### config.mk
export PLATFORM = sky130hd
export DESIGN_NAME = fft_8_out_reorder
export DESIGN_NICKNAME = d
export VERILOG_FILES = /design/src/rtl/fft_8_out_reorder.sv
export SDC_FILE = /design/constraint.sdc
export NUM_CORES = 1
export LEC_CHECK = 0
export CAP_MARGIN = 20
export CORE_MARGIN = 3
export CORE_UTILIZATION = 54
export CTS_CLUSTER_DIAMETER = 60
export DETAILED_ROUTE_END_ITERATION = 8
export GPL_ROUTABILITY_DRIVEN = 0
export PLACE_DENSITY = 0.76
export SYNTH_ARGS = -nofsm -noshare
export SYNTH_HDL_FRONTEND = slang
export SYNTH_SLANG_ARGS = --single-unit
export TNS_END_PERCENT = 10
### constraint.sdc
create_clock -name c -period 4.2 [get_ports c]
set_input_delay 0.63 -clock c [delete_from_list [all_inputs] [get_ports c]]
set_output_delay 0.63 -clock c [all_outputs]
set_load 0.005 [all_outputs]
### src/rtl/fft_8_out_reorder.sv
// Output reorder buffer for the 8-point FFT: captures bit-reversed X1/X2 pairs into a
// two-bank ping-pong store and streams each frame out in natural bin order 0..7.
module fft_8_out_reorder #(
    parameter int W = 16
) (
    input  logic                c,
    input  logic                rst,
    input  logic                in_valid,
    input  logic signed [W-1:0] x1r,
    input  logic signed [W-1:0] x1i,
    input  logic signed [W-1:0] x2r,
    input  logic signed [W-1:0] x2i,
    output logic                out_valid,
    input  logic                out_ready,
    output logic signed [W-1:0] yr,
    output logic signed [W-1:0] yi,
    output logic [2:0]          out_idx,
    output logic                out_last,
    output logic                overflow
);

    typedef enum logic [0:0] {
        IDLE  = 1'b0,
        DRAIN = 1'b1
    } state_t;

    // Pair p carries bin rev2(p) in X1 and bin rev2(p)+4 in X2.
    function automatic logic [1:0] rev2(input logic [1:0] p);
        return {p[0], p[1]};
    endfunction

    logic signed [W-1:0] mem_re_r [16];
    logic signed [W-1:0] mem_im_r [16];

    state_t      state_r, state_s;
    logic [1:0]  full_r, full_s;
    logic [1:0]  pair_r;
    logic        wr_bank_r;
    logic        rd_bank_r, rd_bank_s;
    logic [2:0]  idx_s;
    logic        valid_s;
    logic        load_s;
    logic        wr_accept_s;
    logic        wr_set_s;
    logic        hs_s;
    logic        last_hs_s;

    // Write-side acceptance and next-cycle bank occupancy (drop test uses pre-update flags).
    always_comb begin
        wr_accept_s = in_valid && !full_r[wr_bank_r];
        wr_set_s    = wr_accept_s && (pair_r == 2'd3);
        hs_s        = out_valid && out_ready;
        last_hs_s   = hs_s && (out_idx == 3'd7);
        full_s[0]   = (full_r[0] && !(last_hs_s && !rd_bank_r)) || (wr_set_s && !wr_bank_r);
        full_s[1]   = (full_r[1] && !(last_hs_s &&  rd_bank_r)) || (wr_set_s &&  wr_bank_r);
    end

    // Read FSM: next state, next output beat and whether to load new bin data.
    always_comb begin
        state_s   = state_r;
        rd_bank_s = rd_bank_r;
        idx_s     = out_idx;
        valid_s   = out_valid;
        load_s    = 1'b0;
        case (state_r)
            IDLE: begin
                if (full_s[rd_bank_r]) begin
                    state_s = DRAIN;
                    valid_s = 1'b1;
                    idx_s   = 3'd0;
                    load_s  = 1'b1;
                end else begin
                    valid_s = 1'b0;
                end
            end
            DRAIN: begin
                if (hs_s) begin
                    if (out_idx == 3'd7) begin
                        rd_bank_s = !rd_bank_r;
                        idx_s     = 3'd0;
                        // The other bank may have filled this very cycle; continue without a bubble.
                        if (full_s[!rd_bank_r]) begin
                            valid_s = 1'b1;
                            load_s  = 1'b1;
                        end else begin
                            state_s = IDLE;
                            valid_s = 1'b0;
                        end
                    end else begin
                        idx_s  = out_idx + 3'd1;
                        load_s = 1'b1;
                    end
                end else begin
                    load_s = 1'b0;
                end
            end
            default: begin
                state_s = IDLE;
                valid_s = 1'b0;
                idx_s   = 3'd0;
            end
        endcase
    end

    // Sample storage; content is qualified by the full flags, so it needs no reset.
    always_ff @(posedge c) begin
        if (wr_accept_s) begin
            mem_re_r[{wr_bank_r, 1'b0, rev2(pair_r)}] <= x1r;
            mem_im_r[{wr_bank_r, 1'b0, rev2(pair_r)}] <= x1i;
            mem_re_r[{wr_bank_r, 1'b1, rev2(pair_r)}] <= x2r;
            mem_im_r[{wr_bank_r, 1'b1, rev2(pair_r)}] <= x2i;
        end
    end

    // Control state, bank bookkeeping and registered outputs.
    always_ff @(posedge c) begin
        if (rst) begin
            state_r   <= IDLE;
            full_r    <= 2'b00;
            pair_r    <= 2'd0;
            wr_bank_r <= 1'b0;
            rd_bank_r <= 1'b0;
            overflow  <= 1'b0;
            out_valid <= 1'b0;
            out_idx   <= 3'd0;
            out_last  <= 1'b0;
            yr        <= '0;
            yi        <= '0;
        end else begin
            state_r   <= state_s;
            full_r    <= full_s;
            rd_bank_r <= rd_bank_s;
            out_valid <= valid_s;
            out_idx   <= idx_s;
            out_last  <= valid_s && (idx_s == 3'd7);
            if (wr_accept_s) begin
                pair_r <= pair_r + 2'd1;
            end
            if (wr_set_s) begin
                wr_bank_r <= !wr_bank_r;
            end
            if (in_valid && full_r[wr_bank_r]) begin
                overflow <= 1'b1;
            end
            if (load_s) begin
                yr <= mem_re_r[{rd_bank_s, idx_s}];
                yi <= mem_im_r[{rd_bank_s, idx_s}];
            end
        end
    end

endmodule

==> impl_metrics.yaml, run 1 <==
status:
  status: "finished clean"
drt:
  routed_wl_um: 54400
  dr_total_vias: 13703
  drc: 0
  vias_per_cell: 6.33
  dr.pass1.iters: 5
  postRouteAntennaNets: 0
  drt_iter0_markers: 1385
  wire_per_inst_um: 25.1
synthesis:
  synth_edf_count: 512
  syn_nets: 1559
  syn-cell-area_um2: 21800
  syn_inst: 1485
  ys.flop_type: "edfxtp_1"
  yosysUniqueCellTypes: 53
  avgSynthCellArea_um2: 14.7
  ys_ff_latch: 557
  yosys_warnings: 0
  async_flop_share_pct: 0
  ys_seq_area_share_pct: 74.7
cts:
  cts_buffers: 53
  cts_hold_buf: 0
  cts_tree: "done"
  post_cts_resized: 0
  post_cts_buffers: 0
  root_buffer: "clkbuf_16"
  clk_pin_slew_ps: 60
  insertion_delay_ps: 600
  h-tree-depth: 2
  clock-sinks: 557
  max-clock-path-buffers: 3
sta:
  hold_ws_ps: 484
  rsz0062_at_grt: "false"
  setup_viol: 0
  post-route-period-util_pct: 84.6
  min_period_ps: 3550
  relSlewSlack_pct: 27.1
  drv_slew: 0
  fin_ws_ps: 646
  skew_ps: 21.0
  worstMarginPinSlew_ps: 1090
  fmax_ghz: 0.281
  finalHoldViolCount: 0
  final.setup.tns_ps: 0
die:
  start_util_pct: 55.5
  io_pins: 106
  core_um2: 39300
  fp.dieW_um: 207
  row_count: 72
  fp.dieH_um: 207
  fp.dieArea_um2: 42800
hold_path:
  min_path_type: "reg2reg"
layout:
  drive_gt1_share_pct: 12.7
  most-common-layout-cells: "edfxtp_1, nand2_1, nor2_1"
  layout_commonest_cell: "edfxtp_1"
  antenna_cells: 0
  stdcell_area_um2: 25400
  nets: 1676
  syn_to_final_growth_pct: 16.5
  fill_cells: 2788
critical_path:
  path_cells: "ha_1 -> ha_1 -> nand3_1 -> a211o_1 -> a31oi_4 -> buf_4 -> o211ai_1 -> o22ai_1 -> o211ai_1 -> a311oi_1"
  cp-end-kind: "flip-flop"
  arrival_ps: 4030
  crit_cells: 10
  critical_path.endpoint: "yi[9]"
  ff2ff_setup_slack_ps: 650
  path_class: "reg2reg"
  slowest_delay_ps: 690
  rr_endpoint: "yi[9]"
  rr_worst_depth: 10
  crit_path_start: "out_idx[1]"
  crit_required_ps: 4680
  crit_family: "compound AO/OA/AOI/OAI gates"
  critPathLaunchType: "flip-flop"
  rr_startpoint: "out_idx[1]"
  critical_path_buf_inv_count: 1
  cp_max_fo: 63
  worst_path_max_delay_cell: "buf_4"
power:
  p_leak_nw: 8.13
  peakVddDrop_uv: 368
  power_density_nw_per_um2: 447
global_route:
  top_usage_layer: "met2"
  grt.overflow.total: 0
  antenna_found_initial: 1
  grt_pass1_vias: 13597
  grt_use_total_pct: 25.6
  grt_pass1_wl_um: 81600
  globalRouteMet1Util_pct: 35.4
  grt_max_degree: 100
  met3_usage_pct: 4.67
  met2_usage_pct: 41.6
placed_design:
  postPlaceCellArea_um2: 23700
  dp_slack_ps: 366
  dp_hpwl_um: 30500
  io_buffers: 105
run:
  drv_cap: 0
==> routing by layer <==
| metal | vias to the layer above | part of all wire [%] |
|---|---|---|
| met1 | 6813 | 39 |
| met5 | - | 0.020 |
| met2 | 767 | 48 |
| met4 | 2 | 2.7 |
| met3 | 130 | 10 |
| li1 | 5991 | - |
==> synthesized netlist by cell type (all sizes together), types with 2 or more instances <==
cell,count,share of area (%)
o21ai,33,0.76
or3,2,0.080
mux2i,6,0.29
o22ai,31,0.89
ha,6,0.34
buf,31,0.80
o211ai,62,2.1
mux2,33,1.7
inv,8,0.14
and3,3,0.086
nor3,37,0.87
o32ai,3,0.12
a211o,2,0.080
o221ai,31,2.1
o21a,2,0.075
edfxtp,512,71
nand3,70,1.6
and2,38,1.1
dfxtp,45,4.1
a221o,30,1.4
o31ai,2,0.15
a311oi,33,1.3
nand2,201,3.5
clkbuf,60,1.0
nor2,115,2.0
a31oi,3,0.15
or4,2,0.069
a21oi,39,0.90
xnor2,3,0.12
a211oi,33,1.2
==> report_power, final <==
part           switching [mW]  internal [mW]  leakage (nW)  total, mW
clock network            1.98           2.73         0.833       4.71
registers              0.0398           6.21          5.01       6.25
logic                   0.243          0.150          2.29      0.393
total                    2.27           9.08          8.13       11.3
==> final cells by class <==
type                    instances  area, µm²  share of cell area [%]
flip-flops and latches        557      16300                    64.1
clock inverters                22        210                   0.827
clock buffers                  77       1510                    5.93
inverters                       8       30.0                   0.118
multi-input cells             829       5200                    20.5
well taps                     518        648                    2.55
repair buffers                153       1530                    6.03
==> stage by stage <==
step           total power, mW  util [%]  instances
2_1_floorplan             6.52         -       1485
3_3_place_gp              6.73      60.3       2064
3_5_place_dp              6.75      60.3       2065
4_1_cts                   11.4      64.7       2164
5_1_grt                   11.7      64.7       2164
6_report                  11.4      64.7       2164
==> kinds of logic (layout without fill, tap and decap cells) <==
group	Yosys count	after routing	share of synthesized area, %
AO/OA/AOI/OAI	308	308	11.4
XOR/XNOR	3	3	0.121
adder cells (fa/ha/maj)	6	6	0.344
buffers and inverters	99	260	1.97
flip-flops	557	557	74.7
multiplexers	39	39	2.00
AND/OR/NAND/NOR	473	473	9.46
==> worst reg2reg max path, cell delays in order, from the launching register on <==
cell and delay (ps):
dfxtp_1 490, ha_1 210, ha_1 240, nand3_1 240, a211o_1 440, a31oi_4 220, buf_4 690, o211ai_1 220
o22ai_1 230, o211ai_1 130, a311oi_1 340
==> sequential cells by signal, indices dropped and copies added (netlist names), 2 cells and up <==
signal    flops
mem_im_r    256
mem_re_r    256
yi           16
yr           16
out_idx       3
full_r        2
pair_r        2
==> how the worst min path moves through the flow <==
stage	startpoint	endpoint	slack (ps)	depth (start not counted)
final	overflow	overflow	480	1
after floorplan	yi[8]	yi[8]	480	1
after detailed placement	overflow	overflow	480	1
after CTS	overflow	overflow	490	1
after global routing	overflow	overflow	510	1
after global placement	overflow	overflow	470	1
(Power assumes the default switching activity.)
==> run 2, diff against run 1 <==
--- a/config.mk
+++ b/config.mk
@@ -7,11 +7,11 @@
 export LEC_CHECK = 0
 export CAP_MARGIN = 20
 export CORE_MARGIN = 3
-export CORE_UTILIZATION = 54
+export CORE_UTILIZATION = 55
 export CTS_CLUSTER_DIAMETER = 60
 export DETAILED_ROUTE_END_ITERATION = 8
 export GPL_ROUTABILITY_DRIVEN = 0
-export PLACE_DENSITY = 0.76
+export PLACE_DENSITY = 0.74
 export SYNTH_ARGS = -nofsm -noshare
 export SYNTH_HDL_FRONTEND = slang
 export SYNTH_SLANG_ARGS = --single-unit
==> constraint.sdc (replaced) <==
create_clock -name c -period 3.32 [get_ports c]
set_input_delay 0.498 -clock c [delete_from_list [all_inputs] [get_ports c]]
set_output_delay 0.498 -clock c [all_outputs]
set_load 0.005 [all_outputs]
==> impl_metrics.yaml, run 2 (synthesis gave the netlist of run 1 again) <==
status:
  status: "finished clean"
placed_design:
  dp_slack_ps: -79.0
  postPlaceCellArea_um2: 24100
  dp_hpwl_um: 31800
  io_buffers: 105
  dp.cells: 2090
layout:
  most-common-layout-cells: "edfxtp_1, nand2_1, nor2_1"
  final_cells: 2194
  layout_commonest_cell: "edfxtp_1"
  largestRegisters: "mem_im_r x256, mem_re_r x256"
  stdcell_area_um2: 25900
  syn_to_final_growth_pct: 18.7
  antenna_cells: 0
  nets: 1703
  fill_cells: 2665
  drive_gt1_share_pct: 14.7
hold_path:
  hold_path_end: "overflow"
  hold_depth: 1
  worstHoldStart: "overflow"
  min_path_type: "reg2reg"
critical_path:
  critPathLaunchType: "flip-flop"
  ff2ff_setup_slack_ps: 240
  arrival_ps: 3550
  cp_max_fo: 15
  rr_endpoint: "yi[4]"
  cp-end-kind: "flip-flop"
  crit_required_ps: 3790
  rr_startpoint: "out_idx[0]"
  rr_worst_depth: 10
  path_class: "reg2reg"
run:
  drv_cap: 0
power:
  power_mw: 14.6
  power_density_nw_per_um2: 562
  p_leak_nw: 8.39
  peakVddDrop_uv: 451
global_route:
  antenna_found_initial: 0
  grt_max_degree: 66
  grt_pass1_vias: 13875
  grt.overflow.total: 0
  grt_use_total_pct: 26.0
  grt_pass1_wl_um: 81800
cts:
  insertion_delay_ps: 610
  clk_pin_slew_ps: 60
  cts_buffers: 55
  max-clock-path-buffers: 3
  cts_tree: "done"
  post_cts_resized: 0
  clock-sinks: 557
  root_buffer: "clkbuf_16"
  cts_hold_buf: 0
  h-tree-depth: 2
  post_cts_buffers: 0
drt:
  wire_per_inst_um: 24.6
  postRouteAntennaNets: 0
  drc: 0
  vias_per_cell: 6.24
  dr.pass1.iters: 6
  routed_wl_um: 53900
  dr_total_vias: 13699
  drt_iter0_markers: 1447
die:
  fp.dieH_um: 205
  io_pins: 106
  row_count: 72
  core_um2: 38900
  start_util_pct: 56.0
  fp.dieW_um: 205
  fp.dieArea_um2: 42100
sta:
  fmax_ghz: 0.325
  rsz0062_at_grt: "false"
  final.setup.tns_ps: 0
  fin_ws_ps: 244
  finalHoldViolCount: 0
  relSlewSlack_pct: 26.0
  post-route-period-util_pct: 92.7
  min_period_ps: 3080
  skew_ps: 15.2
  worstMarginPinSlew_ps: 1110
  drv_slew: 0
  setup_viol: 0
[run 2: cell count changes in the layout (fill, tap and decap cells not counted), sizes merged]
cell / before / now
buf: 48 / 73
clkbuf: 77 / 80
clkinv: 14 / 16
clkinvlp: 2 / 1
inv: 10 / 11
[run 2: worst max-delay path, stage by stage (launching register included)]
cell,delay (ps)
dfxtp_1,340
ha_1,150
ha_1,240
nand3_1,250
a211oi_2,560
nor3_2,150
or3_4,460
buf_12,180
o221ai_2,160
o211ai_1,130
a221o_1,310
[run 2: final cells by class]
class,count,area (µm²),share of cell area (%)
clock inverters,24,240,0.928
clock buffers,80,1570,6.07
multi-input cells,829,5210,20.1
inverters,8,30.0,0.116
flip-flops and latches,557,16300,62.9
repair buffers,178,1910,7.39
well taps,518,648,2.50
[run 2: power breakdown]
| part | switching [mW] | internal, mW |
|---|---|---|
| registers | 0.0510 | 7.85 |
| clock network | 2.54 | 3.60 |
| logic | 0.310 | 0.205 |
[run 2: per-stage QoR]
step           utilization, %  hold slack [ps]
6_report                 66.5              494
4_1_cts                  66.5              498
2_1_floorplan               -              479
3_3_place_gp             61.9              473
5_1_grt                  66.5              514
3_5_place_dp             61.9              484
[run 2: how the worst max path moves through the flow]
stage                           from  endpoint  cells past startpoint  slack (ps)
final                     out_idx[0]     yi[4]                     10         240
after global routing      out_idx[0]     yr[8]                     10          20
after CTS                 out_idx[0]     yr[8]                     10         240
after detailed placement   out_ready     yr[8]                      9         -80
after global placement     out_ready     yi[8]                      9           5
after floorplan            pair_r[1]    yi[11]                     10          60
[run 2: layer usage]
metal	vias to the layer above	GRT usage [%]	wire length (µm)
li1	6053	-	-
met1	6883	34.8	21400
met2	637	43.7	26900
met3	126	3.18	3810
met4	0	10.4	1840
met5	-	0	0
